File: config.mk
export PLATFORM = sky130hd
export DESIGN_NAME = rain_alert_ctrl
export DESIGN_NICKNAME = d
export VERILOG_FILES = /design/src/rtl/rain_alert_ctrl.sv
export SDC_FILE = /design/constraint.sdc
export NUM_CORES = 1
export LEC_CHECK = 0
export ABC_AREA = 1
export CAP_MARGIN = 25
export CORE_ASPECT_RATIO = 0.5
export CORE_MARGIN = 10
export CORE_UTILIZATION = 50
export CTS_BUF_LIST = sky130_fd_sc_hd__clkbuf_8
export DETAILED_ROUTE_END_ITERATION = 8
export GPL_TIMING_DRIVEN = 0
export PLACE_DENSITY_LB_ADDON = 0.2
export SLEW_MARGIN = 20
export SYNTH_ARGS = -nofsm -noshare
export SYNTH_HDL_FRONTEND = slang
export SYNTH_SLANG_ARGS = --single-unit
File: constraint.sdc
create_clock -name clk -period 2.1 [get_ports clk]
set_clock_uncertainty 0.1 [all_clocks]
set_input_delay 0.42 -clock clk [delete_from_list [all_inputs] [get_ports clk]]
set_output_delay 0.42 -clock clk [all_outputs]
set_load 0.03 [all_outputs]
File: src/rtl/rain_alert_ctrl.sv
// Multi-channel rain alert: per-channel synchroniser, debouncer and valve holdoff,
// plus a shared pulsed buzzer that the operator can silence.
module rain_alert_ctrl #(
    parameter int N_CH         = 4,
    parameter int DEBOUNCE_CYC = 16,
    parameter int BUZZ_ON_CYC  = 2,
    parameter int BUZZ_PERIOD  = 8,
    parameter int HOLDOFF_CYC  = 32
) (
    input  logic            clk,
    input  logic            rst_n,
    input  logic [N_CH-1:0] rain_sensor,
    input  logic            ack,
    output logic [N_CH-1:0] led,
    output logic [N_CH-1:0] irrigation_switch,
    output logic            buzzer,
    output logic            rain_any
);

    localparam int CNT_W  = $clog2(DEBOUNCE_CYC + 1);
    // A zero holdoff still needs a one-bit counter.
    localparam int HOLD_W = (HOLDOFF_CYC > 0) ? $clog2(HOLDOFF_CYC + 1) : 1;
    localparam int PH_W   = $clog2(BUZZ_PERIOD + 1);

    localparam logic [CNT_W-1:0]  DEB_LAST  = CNT_W'(DEBOUNCE_CYC - 1);
    localparam logic [CNT_W-1:0]  CNT_ONE   = CNT_W'(1);
    localparam logic [HOLD_W-1:0] HOLD_INIT = HOLD_W'(HOLDOFF_CYC);
    localparam logic [HOLD_W-1:0] HOLD_ONE  = HOLD_W'(1);
    localparam logic [PH_W-1:0]   PH_LAST   = PH_W'(BUZZ_PERIOD - 1);
    localparam logic [PH_W-1:0]   PH_ON     = PH_W'(BUZZ_ON_CYC);
    localparam logic [PH_W-1:0]   PH_ONE    = PH_W'(1);

    localparam logic [1:0] ST_IDLE     = 2'd0;
    localparam logic [1:0] ST_ALERT    = 2'd1;
    localparam logic [1:0] ST_SILENCED = 2'd2;

    logic [N_CH-1:0]   s1_r;
    logic [N_CH-1:0]   s2_r;
    logic [N_CH-1:0]   rain_det_r;
    logic [N_CH-1:0]   rain_det_q_r;
    logic [N_CH-1:0]   irr_r;
    logic [CNT_W-1:0]  cnt_r      [N_CH];
    logic [HOLD_W-1:0] hold_cnt_r [N_CH];

    logic [1:0]        state_r;
    logic [1:0]        state_nxt_s;
    logic [PH_W-1:0]   ph_r;
    logic [PH_W-1:0]   ph_nxt_s;
    logic              buzzer_r;
    logic              new_rise_s;
    logic              rain_any_s;

    // Per-channel synchroniser, debouncer and dry-holdoff valve control
    always_ff @(posedge clk or negedge rst_n) begin
        if (!rst_n) begin
            s1_r         <= '0;
            s2_r         <= '0;
            rain_det_r   <= '0;
            rain_det_q_r <= '0;
            irr_r        <= '0;
            for (int i = 0; i < N_CH; i++) begin
                cnt_r[i]      <= '0;
                hold_cnt_r[i] <= HOLD_INIT;
            end
        end else begin
            s1_r         <= rain_sensor;
            s2_r         <= s1_r;
            rain_det_q_r <= rain_det_r;
            for (int i = 0; i < N_CH; i++) begin
                if (s2_r[i] == rain_det_r[i]) begin
                    cnt_r[i] <= '0;
                end else if (cnt_r[i] == DEB_LAST) begin
                    cnt_r[i]      <= '0;
                    rain_det_r[i] <= s2_r[i];
                end else begin
                    cnt_r[i] <= cnt_r[i] + CNT_ONE;
                end

                // Rain keeps the counter loaded, so a re-wet restarts the full holdoff.
                if (rain_det_r[i]) begin
                    hold_cnt_r[i] <= HOLD_INIT;
                    irr_r[i]      <= 1'b0;
                end else begin
                    hold_cnt_r[i] <= (hold_cnt_r[i] == '0) ? '0 : (hold_cnt_r[i] - HOLD_ONE);
                    irr_r[i]      <= (hold_cnt_r[i] == '0);
                end
            end
        end
    end

    assign new_rise_s = |(rain_det_r & ~rain_det_q_r);
    assign rain_any_s = |rain_det_r;

    // Buzzer FSM next state: new rise beats all-dry, which beats ack
    always_comb begin
        state_nxt_s = state_r;
        ph_nxt_s    = ph_r;
        case (state_r)
            ST_IDLE: begin
                if (new_rise_s) begin
                    state_nxt_s = ST_ALERT;
                    ph_nxt_s    = '0;
                end else begin
                    state_nxt_s = ST_IDLE;
                end
            end
            ST_ALERT: begin
                if (new_rise_s) begin
                    state_nxt_s = ST_ALERT;
                    ph_nxt_s    = '0;
                end else if (!rain_any_s) begin
                    state_nxt_s = ST_IDLE;
                end else if (ack) begin
                    state_nxt_s = ST_SILENCED;
                end else begin
                    state_nxt_s = ST_ALERT;
                    ph_nxt_s    = (ph_r == PH_LAST) ? '0 : (ph_r + PH_ONE);
                end
            end
            ST_SILENCED: begin
                if (new_rise_s) begin
                    state_nxt_s = ST_ALERT;
                    ph_nxt_s    = '0;
                end else if (!rain_any_s) begin
                    state_nxt_s = ST_IDLE;
                end else begin
                    state_nxt_s = ST_SILENCED;
                end
            end
            default: begin
                state_nxt_s = ST_IDLE;
                ph_nxt_s    = '0;
            end
        endcase
    end

    // Buzzer FSM registers; the buzzer flop tracks the pattern of the next state
    always_ff @(posedge clk or negedge rst_n) begin
        if (!rst_n) begin
            state_r  <= ST_IDLE;
            ph_r     <= '0;
            buzzer_r <= 1'b0;
        end else begin
            state_r  <= state_nxt_s;
            ph_r     <= ph_nxt_s;
            buzzer_r <= (state_nxt_s == ST_ALERT) && (ph_nxt_s < PH_ON);
        end
    end

    assign led               = rain_det_r;
    assign irrigation_switch = irr_r;
    assign buzzer            = buzzer_r;
    assign rain_any          = rain_any_s;

endmodule

==> reports/results.md <==
| Stage | Quantity | This run |
|:---|:---|:---|
| finish | FF/Latch Area | 1790 µm² |
| power and ir drop | Leak Pwr | 1.79 nW |
| routing | Routed wire length | 5070 µm |
| setup path | R2r endpoint | ph_r[0] |
| clock tree | Post-CTS Setup Inserts | 0 |
| setup path | Critical register-to-register path startpoint | led[3] |
| routing | Average wire per cell in the routed design | 12.1 µm |
| logic synthesis | Top_reg_cell synth | dfrtp_1 |
| placed design | Placer congestion estimate | 0.836 |
| timing | Total of endpoints with negative setup slack in the final report | 0 |
| placed design | HPWL Detailed | 3740 µm |
| logic synthesis | Synthesized flop and latch total | 71 |
| logic synthesis | Synth async-reset ratio | 1.00 |
| timing | Worst-case setup margin in the final layout | 0.103 ns |
| finish | FILL cells | 500 |
| logic synthesis | Count of warnings emitted by yosys | 0 |
| floorplanning | I/O pin count | 17 |
| finish | Final standard cell utilization of the core | 0.602 |
| floorplanning | Height of the chip | 75.5 µm |
| finish | Final std cells w/o fill | 419 |
| worst hold path | Sink of the worst hold path | s2_r[0] |
| setup path | CP endpoint kind | output port |
| routing | Antenna viol nets, final | 0 |
| placed design | Number of port buffers | 16 |
| power and ir drop | Total power divided by cell area | 1160 nW/µm² |
| clock tree | H-tree level count | 3 |
| finish | Area taken by multi-input logic gates | 1140 µm² |
| logic synthesis | Number of unique standard cell types used by synthesis | 27 |
| clock tree | Clock tree from TritonCTS | built |
| logic synthesis | Most common library cells after synthesis | dfrtp_1, nor2_1, inv_1 |
| timing | Highest clock rate | 0.501 GHz |
| clock tree | Total CTS buffers | 9 |
| floorplanning | Floorplan die area | 9880 µm² |
| routing | Detailed-routing iteration count for the pre-antenna-repair pass | 4 |
| timing | Final sum of negative setup slack | 0 ns |
| floorplanning | Horizontal extent of the die | 131 µm |
| worst hold path | Number of stages on the worst hold path | 0 |
| finish | Ant. Diodes | 0 |
| logic synthesis | Post-synthesis cell type with the largest combined area | dfrtp_1 |
| routing | Overall via count from detail_route | 2049 |
| logic synthesis | Share of the synthesized area in the top cell type | 0.545 |
| clock tree | Root buffer cell | clkbuf_8 |
| power and ir drop | Sum of internal, switching and leakage power | 4.18 mW |
| timing | Fin. Hold Viols | 0 |
| setup path | Worst reg2reg path depth | 7 |
| timing | Actual slew at the worst max-slew pin | 0.323 ns |
| logic synthesis | Fraction of the yosys area taken by sequential cells | 0.579 |
| finish | Final layout net count | 358 |
| finish | Share of post-route cells with drive strength above 1 | 0.129 |
| finish | Area Overhead vs Synth | 17.5% |
| setup path | Worst-path maximum fanout | 8 |
| grt | Residual overflow from global routing | 0 |
| grt | Antenna violations before repair | 0 |
| floorplanning | FP Rows | 20 |
| logic synthesis | Post-synthesis average cell area | 9.96 µm² |
| setup path | Setup slack of the most critical reg-to-reg path | 0.62 ns |
| clock tree | Later-pin clock latency in the skew report | 0.34 ns |
| worst hold path | Startpoint of the most critical hold path | s1_r[0] |
| setup path | Worst path slowest cell | dfrtp_2 |
| timing | Hold slack | 0.253 ns |
| clock tree | Clock sinks | 71 |
| logic synthesis | Number of enable flip-flop cells after synthesis | 0 |
| grt | Number of global-route vias before repair | 2126 |
| power and ir drop | Worst VDD drop | 0.452 mV |
| clock tree | Maximum clock insertion buffer count | 2 |
| timing | RSZ-0062 raised after global routing | false |
| setup path | Data arrival time of the critical path | 1.48 ns |
| timing | Max_slew headroom | 0.784 |
| setup path | Slowest stage delay, CP | 0.47 ns |
| timing | Final Max Tran Viols | 0 |
| run | Maxcap violations | 0 |
| logic synthesis | Number of nets in the synthesized netlist | 329 |
| floorplanning | Initial cell density of the core | 0.512 |
| logic synthesis | Top cells by area, synth | dfrtp_1, nor2_1, ha_1 |
| floorplanning | CORE AREA | 6010 µm² |
| routing | Drt initial violations | 102 |
| grt | Pin count of the biggest net entering global routing | 54 |
| grt | GRT Resource Usage Total | 0.121 |
| timing | Part of the cycle the worst path needs | 0.951 |
| worst hold path | Path category of the worst min-delay check | flop to flop |
| routing | Number of design rule violations left after detail routing | 0 |
| placed design | Post-detailed-placement cell area | 3360 µm² |
| timing | Fin crit period | 2.00 ns |
| setup path | Launching element type of the critical path | flop |
| setup path | Critical path required time | 1.58 ns |
| routing | Vias per cell | 4.89 |
| finish | Final Cell Area | 3620 µm² |
| outcome | Outcome | finished, final reports clean |
| clock tree | Clock-pin slew on the worst setup and hold paths | 0.07 ns |
| setup path | Category of the critical setup timing path | flop to output port |
| logic synthesis | Cells after synthesis | 309 |
| grt | Wire length of the first global-routing pass | 9250 µm |
| placed design | Number of placed cells counting well taps | 403 |
| setup path | List of cells traversed by the critical path | nor2_2, nand2_4, dlygate4sd2_1 |
| logic synthesis | Most instantiated library cell after synthesis | dfrtp_1 |
| logic synthesis | Cell area after synthesis | 3080 µm² |
| placed design | Post-placement setup slack | 0.153 ns |
==> cell usage in the layout (no fill, tap or decap), types with 11 or more instances in the layout <==
master,synthesis,final
inv_1,40,41
ha_1,13,13
nor3_1,11,11
clkbuf_8,0,11
nand3_1,11,11
dfrtp_1,67,63
xnor2_1,12,12
nor2_1,52,52
nand2_1,38,38
==> cell families (layout without fill, tap and decap cells) <==
group           Yosys count  after routing  share of synthesized area
xor+xnor                 22             22                     0.0626
simple gates            137            137                      0.208
flops                    71             71                      0.579
fa+ha+maj                13             13                     0.0529
buf+inv                  41             74                     0.0500
compound gates           25             25                     0.0472
==> sequential cells by signal, indices dropped and copies added, names as in the netlist <==
signal / cells
ph_r: 4
irrigation_switch: 4
s1_r: 4
cnt_r: 20
led: 4
rain_det_q_r: 4
state_r: 2
s2_r: 4
buzzer: 1
hold_cnt_r: 24
==> metal layers <==
metal / GRT usage / vias to the layer above / wire length, µm
met5: 0 / - / 0
met4: 0.0636 / 0 / 92
met3: 0.0528 / 6 / 231
met2: 0.196 / 30 / 2440
met1: 0.134 / 984 / 2310
li1: - / 1029 / -
==> critical path, delay by kind of cell (launching register included) <==
family	cells	cell delay [ns]
and+or+nand+nor	2	0.29
buffers and inverters	1	0.37
DFF	1	0.47
==> timing repair <==
| item | CTS | global route |
|---|---|---|
| endpoints found under the setup margin | 5 | 2 |
| hold endpoints to repair | 17 | 0 |
| hold buffers | 1 | 0 |
| resized for setup | 5 | 4 |
==> worst max path at each step <==
| stage | start | end | slack, ns | cells past startpoint |
|---|---|---|---|---|
| 3_5_place_dp | led[3] | rain_any | 0.15 | 3 |
| 6_report | led[0] | rain_any | 0.10 | 3 |
| 4_1_cts | led[0] | rain_any | 0.02 | 3 |
| 5_1_grt | led[0] | rain_any | 0.01 | 3 |
| 2_1_floorplan | led[0] | buzzer | 0.57 | 8 |
| 3_3_place_gp | rst_n | hold_cnt_r[6] | -1.79 | 1 |
==> report_power, final <==
| group | switching (mW) | total (mW) | internal, mW |
|---|---|---|---|
| Combinational | 0.511 | 0.940 | 0.429 |
| Sequential | 0.221 | 1.91 | 1.69 |
| Clock | 0.489 | 1.33 | 0.843 |
==> final cells by class <==
type	instances	share of cell area
Inverter	41	0.0426
Multi-Input combinational cell	197	0.316
Tap cell	77	0.0266
Timing Repair Buffer	18	0.0533
Clock buffer	11	0.0419
Sequential cell	71	0.494
Clock inverter	4	0.0260
Note: power is estimated with default switching activity, not from simulation.
